**config.mk**
```make
export PLATFORM = sky130hd
export DESIGN_NAME = demultiplexer1to4_buffered
export DESIGN_NICKNAME = d
export VERILOG_FILES = /design/src/rtl/demultiplexer1to4_buffered.sv
export SDC_FILE = /design/constraint.sdc
export NUM_CORES = 1
export LEC_CHECK = 0
export ABC_AREA = 1
export BUFFER_PORTS_ARGS = -buffer_cell sky130_fd_sc_hd__buf_2
export CORE_ASPECT_RATIO = 0.8
export CORE_MARGIN = 2
export CORE_UTILIZATION = 42
export CTS_CLUSTER_DIAMETER = 120
export CTS_CLUSTER_SIZE = 24
export DETAILED_ROUTE_END_ITERATION = 8
export PLACE_DENSITY = 0.7
export SYNTH_ARGS = -nofsm -noshare
export SYNTH_HDL_FRONTEND = slang
export SYNTH_SLANG_ARGS = --single-unit
```
**constraint.sdc**
```tcl
create_clock -name clk -period 1.35 [get_ports clk]
set_input_delay 0.2025 -clock clk [delete_from_list [all_inputs] [get_ports clk]]
set_output_delay 0.2025 -clock clk [all_outputs]
set_load 0.02 [all_outputs]
```
**src/rtl/demultiplexer1to4_buffered.sv**
```systemverilog
// 1:4 demultiplexer with a one-entry holding register per output channel.
// Each channel has a valid/ready handshake and a wrapping count of accepted beats.
module demultiplexer1to4_buffered #(
  parameter int NBits   = 32,
  parameter int CntBits = 8
) (
  input  logic                 clk,
  input  logic                 reset,
  input  logic [1:0]           Selector,
  input  logic                 DEMUX_Valid,
  input  logic [NBits-1:0]     DEMUX_Data,
  output logic                 DEMUX_Ready,
  output logic [3:0]           OUT_Valid,
  input  logic [3:0]           OUT_Ready,
  output logic [NBits-1:0]     OUT_Data0,
  output logic [NBits-1:0]     OUT_Data1,
  output logic [NBits-1:0]     OUT_Data2,
  output logic [NBits-1:0]     OUT_Data3,
  output logic [4*CntBits-1:0] OUT_Count
);

  typedef enum logic {EMPTY = 1'b0, FULL = 1'b1} chan_state_t;

  chan_state_t        state  [4];
  logic [NBits-1:0]   data_q [4];
  logic [CntBits-1:0] cnt_q  [4];
  logic [3:0]         accept;
  logic [3:0]         drain;

  // Ready looks only at the selected channel, so DEMUX_Valid never feeds it.
  always_comb begin
    DEMUX_Ready = reset & (~OUT_Valid[Selector] | OUT_Ready[Selector]);
    accept      = '0;
    for (int unsigned i = 0; i < 4; i++) begin
      accept[i] = DEMUX_Valid & DEMUX_Ready & (Selector == 2'(i));
    end
    drain = OUT_Valid & OUT_Ready;
  end

  always_ff @(posedge clk or negedge reset) begin
    if (!reset) begin
      for (int unsigned i = 0; i < 4; i++) begin
        state[i]  <= EMPTY;
        data_q[i] <= '0;
        cnt_q[i]  <= '0;
      end
    end else begin
      for (int unsigned i = 0; i < 4; i++) begin
        // Accept wins over drain: a simultaneous drain+accept keeps the slot full.
        if (accept[i]) begin
          state[i]  <= FULL;
          data_q[i] <= DEMUX_Data;
          cnt_q[i]  <= cnt_q[i] + 1'b1;
        end else if (drain[i]) begin
          state[i]  <= EMPTY;
        end
      end
    end
  end

  always_comb begin
    OUT_Valid = '0;
    OUT_Count = '0;
    for (int unsigned i = 0; i < 4; i++) begin
      OUT_Valid[i]                 = (state[i] == FULL);
      OUT_Count[i*CntBits +: CntBits] = cnt_q[i];
    end
    OUT_Data0 = data_q[0];
    OUT_Data1 = data_q[1];
    OUT_Data2 = data_q[2];
    OUT_Data3 = data_q[3];
  end

endmodule

```
# Yosys cells after proc, flatten, opt, wreduce, memory -nomap -nowiden
# Cells that the tools add are included.
# word_totals
regBits	164
in_bits	41
output_inout_bits	165
elab_cells	46
# op_classes
add_sub_neg	4
order_cmp	1
n_eq_ne	3
mux	12
bitwise_logic	9
reduce_logical	5
# op_table
op	n
adder 8 x 1 -> 8 bit, second input constant	4
two-way mux 1 bit	10
nonzero test 2 bit	4
bitwise AND 1 bit	6
bitwise AND 4 bit	1
binary-select mux 1 bit (select 2 bit)	2
equality test 2 bit, second input constant	2
< comparator 2 x 3 -> 1 bit, second input constant	1
equality test 2 x 1 -> 1 bit, second input constant	1
logical NOT 2 bit	1
inverter 1 bit	1
OR 1 bit	1

# Logic depth before layout (Yosys ltp)
# logic_depth
depth_word	8
depth_mapped	12
depth_no_buf	10

# Worst setup path after synthesis
# OpenSTA, ideal clock, no wires.
# synth_timing
path_type	reg-to-output
startpoint	register state, in the netlist OUT_Valid[3]
endpoint	output port DEMUX_Ready
arrival_ns	1.212
t_required_ns	1.148
slack_ns	-0.065
stages_incl_launch_ff	6
n_path_buf	0
cell_sequence	dfrtp_1 > nand2_1 > nand2_1 > nand2_1 > nand2_1 > a21boi_0
# synth_between
elab_chain_len	5
# synth_rtl
element	line	source
start: declaration	24	chan_state_t state [4];
start signal: indexed assignment	43	state[i] <= EMPTY;
start signal: indexed assignment	51	state[i] <= FULL;
start signal: indexed assignment	55	state[i] <= EMPTY;
binary-select mux 1 bit (select 2 bit)	32	DEMUX_Ready = reset & (~OUT_Valid[Selector] | OUT_Ready[Selector]);
two-way mux 1 bit (implied by the code)	32	
inverter 1 bit	32	
OR 1 bit	32	
bitwise AND 1 bit	32	
end: declaration	12	output logic DEMUX_Ready,
# No other way between the ends. The select of a mux whose other input is x is not followed.

# Worst setup path after layout
# layout_timing
startpoint	register state, in the netlist OUT_Valid[1]
endpoint	register data_q, in the netlist OUT_Data1[5]
# layout_between
elab_chain_len	7
# layout_rtl
element	line	source
binary-select mux 1 bit (select 2 bit)	32	
two-way mux 1 bit (implied by the code)	32	
inverter 1 bit	32	
OR 1 bit	32	
bitwise AND 1 bit	32	
bitwise AND 1 bit (2 in series)	35	accept[i] = DEMUX_Valid & DEMUX_Ready & (Selector == 2'(i));
end signal: indexed assignment	52	data_q[i] <= DEMUX_Data;
end: declaration	25	logic [NBits-1:0] data_q [4];
# No other way between the ends. The select of a mux whose other input is x is not followed.
# A chain may end at the register's enable or synchronous reset.

==> impl_results.md <==
- Cell Rows: 41
- Max Cap Viol: 0
- Hold Path Class: input pin to flip-flop
- Routed length per instance: 18.8 µm
- Drt total wl: 24300 µm
- DR pass1 iterations: 5
- CP cell instances: nand2_1 > nand2_1 > nand2_1 > nand2_2 > nand2_4 > nand3_4 > buf_12 > buf_6 > nor2_4 > buf_12 > buf_8 > nand2_1 > nand2_2
- Cell mode on critical path: nand2_1
- Layout area overhead: 62.8%
- Reg2Reg Setup Slack: -0.38 ns
- Avg Synthesized Cell Area: 8.57 µm²
- Fmax: 579 MHz
- WHS Path Cells: 3
- Relative slew slack: 54.8%
- Max Slew Vio Count: 0
- Worst-margin pin slew: 0.679 ns
- Hold Violations, Final: 0
- Reg2reg path depth: 13
- Vias in the first global route: 6173
- HPWL Detailed: 12800 µm
- Crit path launch: OUT_Valid[1]$_DFFE_PN0P_
- #FFs+latches synth: 164
- Starting DRC count in detailed routing: 307
- Nets: 1114
- Die Y: 117 µm
- Share of the synthesized area in the top cell type: 61.1%
- Area of the multi-input gates: 0.00335 mm²
- Post-route cell area: 0.0109 mm²
- Post-synthesis sequential area ratio: 61.1%
- Worst IR Drop VDD: 1050 µV
- Initial Util: 42.8%
- Via Count: 6462
- CTS Buf Count: 17
- IO Count: 206
- CP required: 1.72 ns
- Reg area: 0.00411 mm²
- DRC Markers: 0
- Pin count of the biggest net entering global routing: 124
- Fraction of layout cells with a size suffix above 1: 53.5%
- Worst skew pair latency: 0.44 ns
- Initial antenna violation count: 0
- Maximum clock insertion buffer count: 2
- CTS tree: yes
- Mapped Nets: 829
- Reg2reg start: OUT_Valid[1]$_DFFE_PN0P_
- Clk root buf: clkbuf_16
- Die width: 145 µm
- Fillers: 1186
- Synth cell types: 17
- Vias/cell: 4.99
- Pleak: 6.09 nW
- Die area: 0.0170 mm²
- Synthesized area: 0.00672 mm²
- Endpoint type of the worst setup path: flip-flop
- WP data arrival: 2.10 ns
- Num Clock Sinks: 164
- Dominant cells by area after synthesis: dfrtp_1 (61%), nand2_1 (28%), xor2_1 (1.8%)
- Finished Layout Cells: 1294
- Power Dens Cells: 1490 mW/mm²
- Final setup margin: -0.377 ns
- Worst-path clk slew: 0.06 ns
- Yosys warning total: 0
- Post-placement cell area: 0.00822 mm²
- Synth Instances: 784
- Unrepaired setup endpoints after global routing: true
- Inst Count DP: 1207
- First-pass GRT wire length: 34700 µm
- Crit path launch type: flip-flop
- Post-route ant nets: 0
- ANT cells: 0
- Gr usage total: 27.1%
- PortBufs: 205
- Fin crit period: 1.73 ns
- Worst path slowest cell: dfrtp_2
- Fin crit share: 128%
- Commonest non-fill, non-tap cells in the layout: nand2_1 (261), buf_2 (198), nand2_2 (170)
- Critical Path Fanout Max: 8
- Worst r2r dst: OUT_Data1[5]$_DFFE_PN0P_
- Kind of critical path: flip-flop to flip-flop
- GRT Residual Overflow: 0
- RePlAce Congestion: 0.813
- Setup Skew: 0.00823 ns
- Critical path's largest stage delay: 0.41 ns
- Violated checks: negative setup slack
- Yosys top cell by area: dfrtp_1
- Outcome: finished, violations left
- Setup violators final: 166
- CORE AREA: 0.0157 mm²
- Commonest non-fill, non-tap cell in the layout: nand2_1
- H-tree levels: 4
- CP Capture Point: OUT_Data1[5]$_DFFE_PN0P_
## routing by layer
| metal | part of all wire (%) | vias up | global-route usage [%] | wire length (µm) |
|---|---|---|---|---|
| met5 | 0 | - | 0 | 0 |
| li1 | - | 2974 | - | - |
| met1 | 42 | 3186 | 35.4 | 10100 |
| met3 | 7.9 | 37 | 8.57 | 1930 |
| met4 | 2.2 | 0 | 10.1 | 544 |
| met2 | 48 | 265 | 43.3 | 11700 |
## stage by stage
step                      total power [W]  hold WS (ns)  worst slack [ns]  util (%)  setup TNS, ns
after floorplan                   0.00890       -0.0931           -0.0380         -          -2.41
after global placement             0.0106         0.364            -0.304      52.4         -34.99
after detailed placement           0.0107         0.367            -0.319      52.4         -40.95
after CTS                          0.0156        0.0111            -0.345      63.4         -46.62
after global routing               0.0170        0.0216            -0.461      69.7         -65.47
final                              0.0163        0.0355            -0.377      69.7         -51.49
## registers in the layout (all words and copies together), names as in the netlist
| register | flops |
|---|---|
| OUT_Data3 | 32 |
| OUT_Data0 | 32 |
| OUT_Data1 | 32 |
| OUT_Data2 | 32 |
| OUT_Valid | 4 |
| OUT_Count | 32 |
## worst min path at each step
stage	slack (ns)	start	to
after global placement	0.36	reset	OUT_Data1[28]$_DFFE_PN0P_
after floorplan	-0.09	reset	OUT_Count[0]$_DFFE_PN0P_
after detailed placement	0.37	reset	OUT_Valid[3]$_DFFE_PN0P_
after CTS	0.01	DEMUX_Data[9]	OUT_Data2[9]$_DFFE_PN0P_
final	0.04	DEMUX_Data[9]	OUT_Data3[9]$_DFFE_PN0P_
after global routing	0.02	DEMUX_Data[30]	OUT_Data1[30]$_DFFE_PN0P_
## cell usage after synthesis
cell type and instances:
inv_1 17, nor3_1 1, o21ai_0 4, xor2_1 14, xnor2_1 10, dfrtp_1 164, nand3_1 17, nor2_1 10
ha_1 4, nor2_2 5, nand2_1 497, nand3_2 1, nand2_2 1, buf_4 9, a21boi_0 1, nand4_1 5
buf_2 24
## worst max-delay path: cells and delay by family (launching register included)
family / cells / cell delay (ns)
AND/OR/NAND/NOR: 9 / 0.70
flip-flops: 1 / 0.41
buffers and inverters: 4 / 0.54
## cell type report
cell class / count / share of cell area [%]
flip-flops and latches: 164 / 37.6
multi-input cells: 570 / 30.6
repair buffers: 299 / 23.8
clock buffers: 20 / 4.18
well taps: 215 / 2.46
clock inverters: 9 / 0.767
inverters: 17 / 0.584
## logic make-up after synthesis
| family | share of synthesized area [%] |
|---|---|
| XOR/XNOR | 3.13 |
| AO/OA/AOI/OAI | 0.410 |
| AND/OR/NAND/NOR | 30.9 |
| buffers and inverters | 3.75 |
| flip-flops | 61.1 |
| adder cells (fa/ha/maj) | 0.745 |
## power breakdown
part	total, W	internal, W	leakage (nW)	switching [W]
clock	0.00457	0.00259	0.256	0.00198
combinational	0.00491	0.00191	3.75	0.00300
sequential	0.00679	0.00592	2.09	0.000872
total	0.0163	0.0104	6.09	0.00585
## timing repair
item	4_1_cts	5_1_grt
endpoints found under the hold margin	168	0
hold buffers	5	0
setup endpoints to repair	164	171
resized for setup	146	261
buffers inserted	24	6
gates cloned	20	6
pin swaps	52	77
Note: power is estimated with default switching activity, not from simulation.
